## config.mk

```make
export PLATFORM = sky130hd
export DESIGN_NAME = fft_reorder_buffer
export DESIGN_NICKNAME = d
export VERILOG_FILES = /design/src/rtl/fft_reorder_buffer.sv
export SDC_FILE = /design/constraint.sdc
export NUM_CORES = 2
export LEC_CHECK = 0
export CAP_MARGIN = 20
export CORE_ASPECT_RATIO = 0.75
export CORE_UTILIZATION = 30
export DETAILED_ROUTE_END_ITERATION = 8
export SLEW_MARGIN = 20
export SYNTH_ARGS = -nofsm -noshare
export SYNTH_HDL_FRONTEND = slang
export SYNTH_SLANG_ARGS = --single-unit
```

## constraint.sdc

```tcl
create_clock -name clk -period 6.9 [get_ports clk]
set_clock_uncertainty 0.05 [all_clocks]
set_input_delay 1.38 -clock clk [delete_from_list [all_inputs] [get_ports clk]]
set_output_delay 1.38 -clock clk [all_outputs]
set_load 0.005 [all_outputs]
```

## src/rtl/fft_reorder_buffer.sv

```systemverilog
// Ping-pong frame buffer behind the FFT core: bit-reversed to natural reordering,
// per-frame block exponent and error status, and dropping of malformed frames.
module fft_reorder_buffer #(
   parameter int DATA_W  = 8,
   parameter int LOG2N   = 6,
   parameter int EXP_W   = 6,
   parameter int REORDER = 1,
   parameter int CNT_W   = 8
) (
   input  logic              clk,
   input  logic              reset_n,
   input  logic              sink_valid,
   output logic              sink_ready,
   input  logic [1:0]        sink_error,
   input  logic              sink_sop,
   input  logic              sink_eop,
   input  logic [DATA_W-1:0] sink_real,
   input  logic [DATA_W-1:0] sink_imag,
   input  logic [EXP_W-1:0]  sink_exp,
   output logic              source_valid,
   input  logic              source_ready,
   output logic [1:0]        source_error,
   output logic              source_sop,
   output logic              source_eop,
   output logic [DATA_W-1:0] source_real,
   output logic [DATA_W-1:0] source_imag,
   output logic [EXP_W-1:0]  source_exp,
   output logic [CNT_W-1:0]  drop_count,
   output logic              busy
);

   localparam int N = 1 << LOG2N;
   localparam logic [LOG2N-1:0] LAST = {LOG2N{1'b1}};

   function automatic logic [LOG2N-1:0] bitrev(input logic [LOG2N-1:0] a);
      logic [LOG2N-1:0] r;
      for (int i = 0; i < LOG2N; i++) r[i] = a[LOG2N-1-i];
      return r;
   endfunction

   logic [2*DATA_W-1:0] r_mem [2][N];
   logic [EXP_W-1:0]    r_exp [2];
   logic [1:0]          r_err [2];
   logic [1:0]          r_full;

   logic                r_wbank;
   logic [LOG2N-1:0]    r_wc;
   logic                r_errAcc;
   logic                r_strayRun;
   logic [CNT_W-1:0]    r_drop;

   logic                r_rbank;
   logic [LOG2N-1:0]    r_rc;
   logic                r_oValid;
   logic                r_oSop;
   logic                r_oEop;
   logic [DATA_W-1:0]   r_oReal;
   logic [DATA_W-1:0]   r_oImag;
   logic [EXP_W-1:0]    r_oExp;
   logic [1:0]          r_oErr;

   logic                w_wr;
   logic                w_stray;
   logic                w_restart;
   logic                w_last;
   logic                w_early;
   logic                w_close;
   logic                w_store;
   logic                w_errBit;
   logic                w_dropInc;
   logic [LOG2N-1:0]    w_effWc;
   logic [LOG2N-1:0]    w_wAddr;
   logic                w_issue;
   logic                w_issueLast;
   logic [2*DATA_W-1:0] w_rdData;

   // A sop beat always lands at frame position 0, even when it cuts a partial frame short.
   assign w_wr      = sink_valid && sink_ready;
   assign w_effWc   = sink_sop ? '0 : r_wc;
   assign w_stray   = !sink_sop && (r_wc == '0);
   assign w_restart = sink_sop && (r_wc != '0);
   assign w_last    = !w_stray && (w_effWc == LAST);
   assign w_early   = !w_stray && sink_eop && !w_last;
   assign w_close   = w_wr && w_last;
   assign w_store   = w_wr && !w_stray && !w_early;
   assign w_errBit  = (sink_sop ? 1'b0 : r_errAcc) | (sink_error != 2'b00);
   assign w_dropInc = w_wr && (w_restart || w_early || (w_stray && !r_strayRun));
   assign w_wAddr   = (REORDER != 0) ? bitrev(w_effWc) : w_effWc;

   // The bank is freed once its last entry has moved into the output register,
   // which keeps the writer from stalling between back-to-back frames.
   assign w_issue     = r_full[r_rbank] && (!r_oValid || source_ready);
   assign w_issueLast = w_issue && (r_rc == LAST);
   assign w_rdData    = r_mem[r_rbank][r_rc];

   assign sink_ready   = !r_full[r_wbank];
   assign busy         = r_full[0] || r_full[1] || (r_wc != '0);
   assign drop_count   = r_drop;
   assign source_valid = r_oValid;
   assign source_sop   = r_oSop;
   assign source_eop   = r_oEop;
   assign source_real  = r_oReal;
   assign source_imag  = r_oImag;
   assign source_exp   = r_oExp;
   assign source_error = r_oErr;

   always_ff @(posedge clk) begin
      if (w_store) r_mem[r_wbank][w_wAddr] <= {sink_real, sink_imag};
   end

   always_ff @(posedge clk or negedge reset_n) begin
      if (!reset_n) begin
         r_full     <= '0;
         r_wbank    <= 1'b0;
         r_wc       <= '0;
         r_errAcc   <= 1'b0;
         r_strayRun <= 1'b0;
         r_drop     <= '0;
         for (int b = 0; b < 2; b++) begin
            r_exp[b] <= '0;
            r_err[b] <= '0;
         end
      end else begin
         if (w_wr) begin
            r_strayRun <= w_stray;
            if (sink_sop) r_exp[r_wbank] <= sink_exp;
            if (w_store) r_errAcc <= w_errBit;
            if (w_close) begin
               r_err[r_wbank] <= {~sink_eop, w_errBit};
               r_wbank        <= ~r_wbank;
               r_wc           <= '0;
            end else if (w_early) begin
               r_wc <= '0;
            end else if (w_store) begin
               r_wc <= w_effWc + 1'b1;
            end
         end
         if (w_dropInc && (r_drop != {CNT_W{1'b1}})) r_drop <= r_drop + 1'b1;
         // The writer only touches an empty bank and the reader only frees a full one.
         for (int b = 0; b < 2; b++) begin
            if (w_close && (r_wbank == 1'(b)))          r_full[b] <= 1'b1;
            else if (w_issueLast && (r_rbank == 1'(b))) r_full[b] <= 1'b0;
         end
      end
   end

   always_ff @(posedge clk or negedge reset_n) begin
      if (!reset_n) begin
         r_rbank  <= 1'b0;
         r_rc     <= '0;
         r_oValid <= 1'b0;
         r_oSop   <= 1'b0;
         r_oEop   <= 1'b0;
         r_oReal  <= '0;
         r_oImag  <= '0;
         r_oExp   <= '0;
         r_oErr   <= '0;
      end else if (w_issue) begin
         r_rc     <= r_rc + 1'b1;
         if (w_issueLast) r_rbank <= ~r_rbank;
         r_oValid <= 1'b1;
         r_oSop   <= (r_rc == '0);
         r_oEop   <= (r_rc == LAST);
         r_oReal  <= w_rdData[2*DATA_W-1:DATA_W];
         r_oImag  <= w_rdData[DATA_W-1:0];
         r_oExp   <= r_exp[r_rbank];
         r_oErr   <= r_err[r_rbank];
      end else if (r_oValid && source_ready) begin
         r_oValid <= 1'b0;
      end
   end

endmodule

```

### After elaboration in Yosys (flattened, before gate mapping)

Memories as Yosys holds them, arrays and structs flattened.
Index checks and enable logic that the tools add are counted.

* memories: 1
* bits in read-only memories: 0
* latch bits: 0
* output and inout bits: 37
* flip-flop bits (word level): 69
* memory bits (writable): 2048
* logic and storage cells: 123

* shifts and indexed selects: 0
* reduce and logical (&&, ||, !) cells: 46
* mux-type cells: 34
* multipliers: 0
* $add $sub $neg: 3
* equal/unequal tests: 3
* divide/modulo/power cells: 0
* order comparisons: 8
* bitwise logic cells: 8

Memories
* r_mem: words 2, width 1024, rd ports 1, clocked after memory_dff 0, wr ports 1, RTL line 41 `logic [2*DATA_W-1:0] r_mem [2][N];`

Operators by type and width (count)
* 2-to-1 mux 1024 bit: 1
* binary-select mux 16 bit (select 6 bit): 1
* demux 16 bit (select 6 bit): 1
* 2-to-1 mux 16 bit: 3
* 2-to-1 mux 6 bit: 8
* logical AND 1 bit: 21
* >= comparator 7 bit (second input constant): 2
* inverter 6 -> 7 bit: 2
* adder 6 x 1 -> 6 bit (second input constant): 2
* bitwise mux 12 bit: 1
* equality test 6 bit (second input constant): 2
* zero test 6 bit: 2
* 2-to-1 mux 1 bit: 12
* AND reduction 2 bit: 5
* adder 8 x 1 -> 8 bit (second input constant): 1
* 2-to-1 mux 2 bit: 4
* inequality test 8 bit (second input constant): 1
* nonzero test 2 bit: 4
* zero test 1 bit: 7
* less-than comparator 7 x 1 -> 1 bit (second input constant): 1
* demux 6 bit (select 1 bit): 1
* nonzero test 6 bit: 1
* logical OR 1 bit: 5
* bitwise mux 4 bit: 1
* other kinds (8): 13

### Logic depth before layout (Yosys ltp)

* depth after elaboration: 11
* depth in mapped cells: 13
* mapped depth without buffers: 8

### Worst setup path after synthesis

OpenSTA, ideal clock, no wires.

* path kind: input to register
* from: input port sink_sop
* to: memory r_mem[0][144] (netlist bit), enable pin
* path slack: 2.461 ns
* arrival time: 4.000 ns
* setup time: 0.388 ns
* stages: 10
* path through: clkbuf_1 > nor2b_1 > ha_1 > nand3_1 > o21ai_0 > o211a_1 > clkbuf_1 > nand3b_1 > clkbuf_1 > nor2_1

* word-level cells in the longest chain between the ends: 10
* elaborated cells on any way between the ends: 20

RTL lines
* start, declared: RTL line 15 `input logic sink_sop,`
* parallel branches: the longest is 9 deep, another holds >= comparator 7 bit
* 2-to-1 mux 1024 bit (implied by the code) (*): RTL line 108 `if (w_store) r_mem[r_wbank][w_wAddr] <= {sink_real, sink_imag};`
* end, declared: RTL line 41

Every way passes the cells marked *.

### Worst setup path after layout

* from: input port sink_sop
* to: memory r_mem[1][261] (netlist bit), enable pin

The elaborated chain is that of the path after synthesis.

==> flow_summary.json <==
{
  "vias": 41417,
  "drv_cap": 0,
  "synth_cell_types": 71,
  "gp_congestion": 0.876,
  "finalNetCount": 4097,
  "power_frac_seq": 0.544,
  "synth_top_family_by_area": "multiplexers",
  "antenna_found_initial": 13,
  "criticalPathCategory": "in -> reg",
  "fp.dieArea_um2": 275000,
  "cp_num_buf_inv": 3,
  "combPwrFrac": 0.019,
  "crit_arrival_ns": 5.74,
  "grt_max_degree": 117,
  "vias_per_cell": 5.31,
  "grt_pass1_vias": 40243,
  "cts.sinks": 2117,
  "final_cell_mix": "edfxtp_1, mux4_2, clkbuf_16",
  "start_util": 0.303,
  "p_int_mw": 20.8,
  "r2r_start": "r_rc[2]",
  "p_per_area_nw_per_um2": 276,
  "hpwl_um": 143000,
  "mostFrequentLayoutCell": "edfxtp_1",
  "yosys_warnings": 0,
  "grt_usage": 0.164,
  "drc": 0,
  "cp.required_ns": 7.39,
  "post-cts-setup-buffer-count": 0,
  "yosys_register_bits": 2117,
  "core_um2": 270000,
  "final_area_um2": 94300,
  "synth_flop_cell": "edfxtp_1",
  "r2r-end": "source_real[1]",
  "switching_share": 0.200,
  "ant_nets": 0,
  "peakVddDrop_mv": 0.197,
  "synth_async_sr_flop_share": 0.0326,
  "clockPowerShare": 0.437,
  "path_clk_slew_ns": 0.06,
  "htreeDepth": 4,
  "drive_above_1_share": 0.257,
  "crit_path_end_kind": "flop",
  "synthCells": 3779,
  "tns_ns": 0,
  "fmax_mhz": 191,
  "crit_fanout": 17,
  "switching_power_mw": 5.21,
  "hold_class": "in -> async",
  "rsz0062_at_grt": "no",
  "setup-violations-final": 0,
  "yosys.area_share.simple": 0.0241,
  "synthXorXnorAreaFrac": 0.00150,
  "cpPeakStageDelay_ns": 0.77,
  "root_buffer": "clkbuf_16",
  "p_leak_nw": 28.6,
  "slew-limit-headroom": 0.155,
  "drt-pass1-iter-count": 6,
  "pin_count": 67,
  "avgSynthCellArea_um2": 21.7,
  "period_share": 0.761,
  "cts_inserted_buffers": 211,
  "wire_per_inst_um": 29.4,
  "area_growth_pct": 15.1,
  "wl_um": 229000,
  "fin_crit_ns": 5.25,
  "syn_area_um2": 81900,
  "overflow": 0,
  "synth_mux_area_frac": 0.158,
  "cts.repair.resized": 0,
  "grt_pass1_wl_um": 320000,
  "die_h_um": 454,
  "worst_slew_pin_slew_ns": 1.26,
  "syn_nets": 3818,
  "hold_slack_ns": 0.295,
  "drt-initial-drc-count": 6340,
  "r2r_slack_ns": 2.46,
  "clock_path_buffers": 4,
  "n_antenna_cell": 0,
  "synth_edf_count": 2048,
  "rows": 165,
  "cts_tree": "built",
  "hold_viol": 0,
  "io_buffers": 66,
  "ys_seq_area_frac": 0.772,
  "outcome": "completed",
  "synth_compound_area_frac": 0.0269,
  "die_w_um": 605,
  "yosys.area_share.adder": 0.00138,
  "slowest_stage": "clkdlybuf4s50_1",
  "post_dp_cell_area_um2": 87500,
  "postCtsHoldBufs": 0,
  "crit_family": "simple AND/OR/NAND/NOR gates",
  "insertion_delay_ns": 0.86,
  "start_kind": "input pin",
  "slew_viol_final": 0,
  "cp_cell_sequence": "clkdlybuf4s50_1, nor2b_1, ha_1, nand3_1, o21ai_0, o211a_1, nand3_1, buf_4, nor2_1, buf_4",
  "reg2reg_depth": 8
}
-- metal layers --
metal  global-route usage  wire [um]  vias to the layer above
li1                     -          -                    16427
met1                0.247      99100                    22280
met2                0.233      97500                     2395
met3               0.0462      27000                      315
met4               0.0425       5830                        0
met5                    0          0                        -
-- cell type report --
class                           instances  area, um2
Fill cell                           24838     176000
Tap cell                             3590       4490
Clock buffer                          257       5500
Clock inverter                        114       1230
Sequential cell                      2117      63200
Timing Repair Buffer                  274       2350
Inverter                               12       50.0
Multi-Input combinational cell       1442      17400
-- flip-flops by register name (all words and copies together), names as in the netlist, 2 cells and up --
signal / cells
source_exp: 6
drop_count: 8
r_err: 4
r_rc: 6
r_wc: 6
source_real: 8
r_exp: 12
source_error: 2
r_full: 2
r_mem: 2048
source_imag: 8
-- cell usage after synthesis (11+ instances only) --
cell type,instances,area (um2)
nand2_1,116,435
o21ai_0,48,240
o221ai_1,16,140
buf_2,52,260
buf_6,32,360
xnor2_1,13,114
o211ai_1,17,128
edfxtp_1,2048,61500
clkbuf_1,68,255
a22o_1,11,96.3
buf_1,20,75.1
mux2i_1,132,1320
mux2_2,33,372
dfrtp_1,69,1730
nor2b_1,18,113
a221oi_1,25,219
a21oi_1,45,225
o22ai_1,25,156
nand4_1,12,75.1
nor2_1,184,691
a22oi_1,49,368
mux4_2,499,11200
nor3_1,23,115
nand3_1,40,200
buf_4,30,225
a211oi_1,16,120
-- power by group through the flow --
| stage | sequential, mW | clock [mW] | combinational, mW |
|---|---|---|---|
| after floorplan | 14.4 | 0 | 0.100 |
| after global placement | 14.4 | 0 | 0.485 |
| after detailed placement | 14.4 | 0 | 0.501 |
| after CTS | 14.2 | 11.6 | 0.500 |
| after global routing | 14.2 | 12.0 | 0.524 |
| final | 14.2 | 11.4 | 0.495 |
-- cells by family after synthesis --
kind of cell / Yosys count
adders and majority gates: 9
AOI/OAI and AO/OA: 313
DFF: 2117
muxes: 664
xor gates and xnor gates: 14
and+or+nand+nor: 442
buffers and inverters: 220
-- worst reg2reg max path, cell delays in order, from the launching register on --
cell     delay (ns)
dfrtp_4        0.73
buf_4          0.38
inv_4          0.53
buf_12         0.48
mux2i_1        0.30
a32o_1         0.27
nor4_1         1.04
nor3_1         0.35
o21ai_1        0.25
-- per-stage QoR --
step,power (mW),cells,util,setup slack [ns]
detailed placement,14.9,7434,0.324,0.895
CTS,26.2,7805,0.348,1.81
global placement,14.9,7433,0.324,0.940
global route,26.7,7806,0.349,1.48
floorplan,14.5,3779,-,2.46
finish,26.0,7806,0.349,1.65
-- worst max-delay path by stage --
stage              from  slack, ns            end  cells past startpoint
6_report       sink_sop       1.65  r_mem[1][261]                     10
5_1_grt        sink_sop       1.48  r_mem[1][261]                     10
4_1_cts        sink_sop       1.81  r_mem[0][684]                     10
3_5_place_dp   sink_sop       0.89  r_mem[0][297]                     11
3_3_place_gp   sink_sop       0.94  r_mem[0][931]                     11
2_1_floorplan  sink_sop       2.46  r_mem[0][144]                     10
Note: power is estimated with default switching activity, not from simulation.
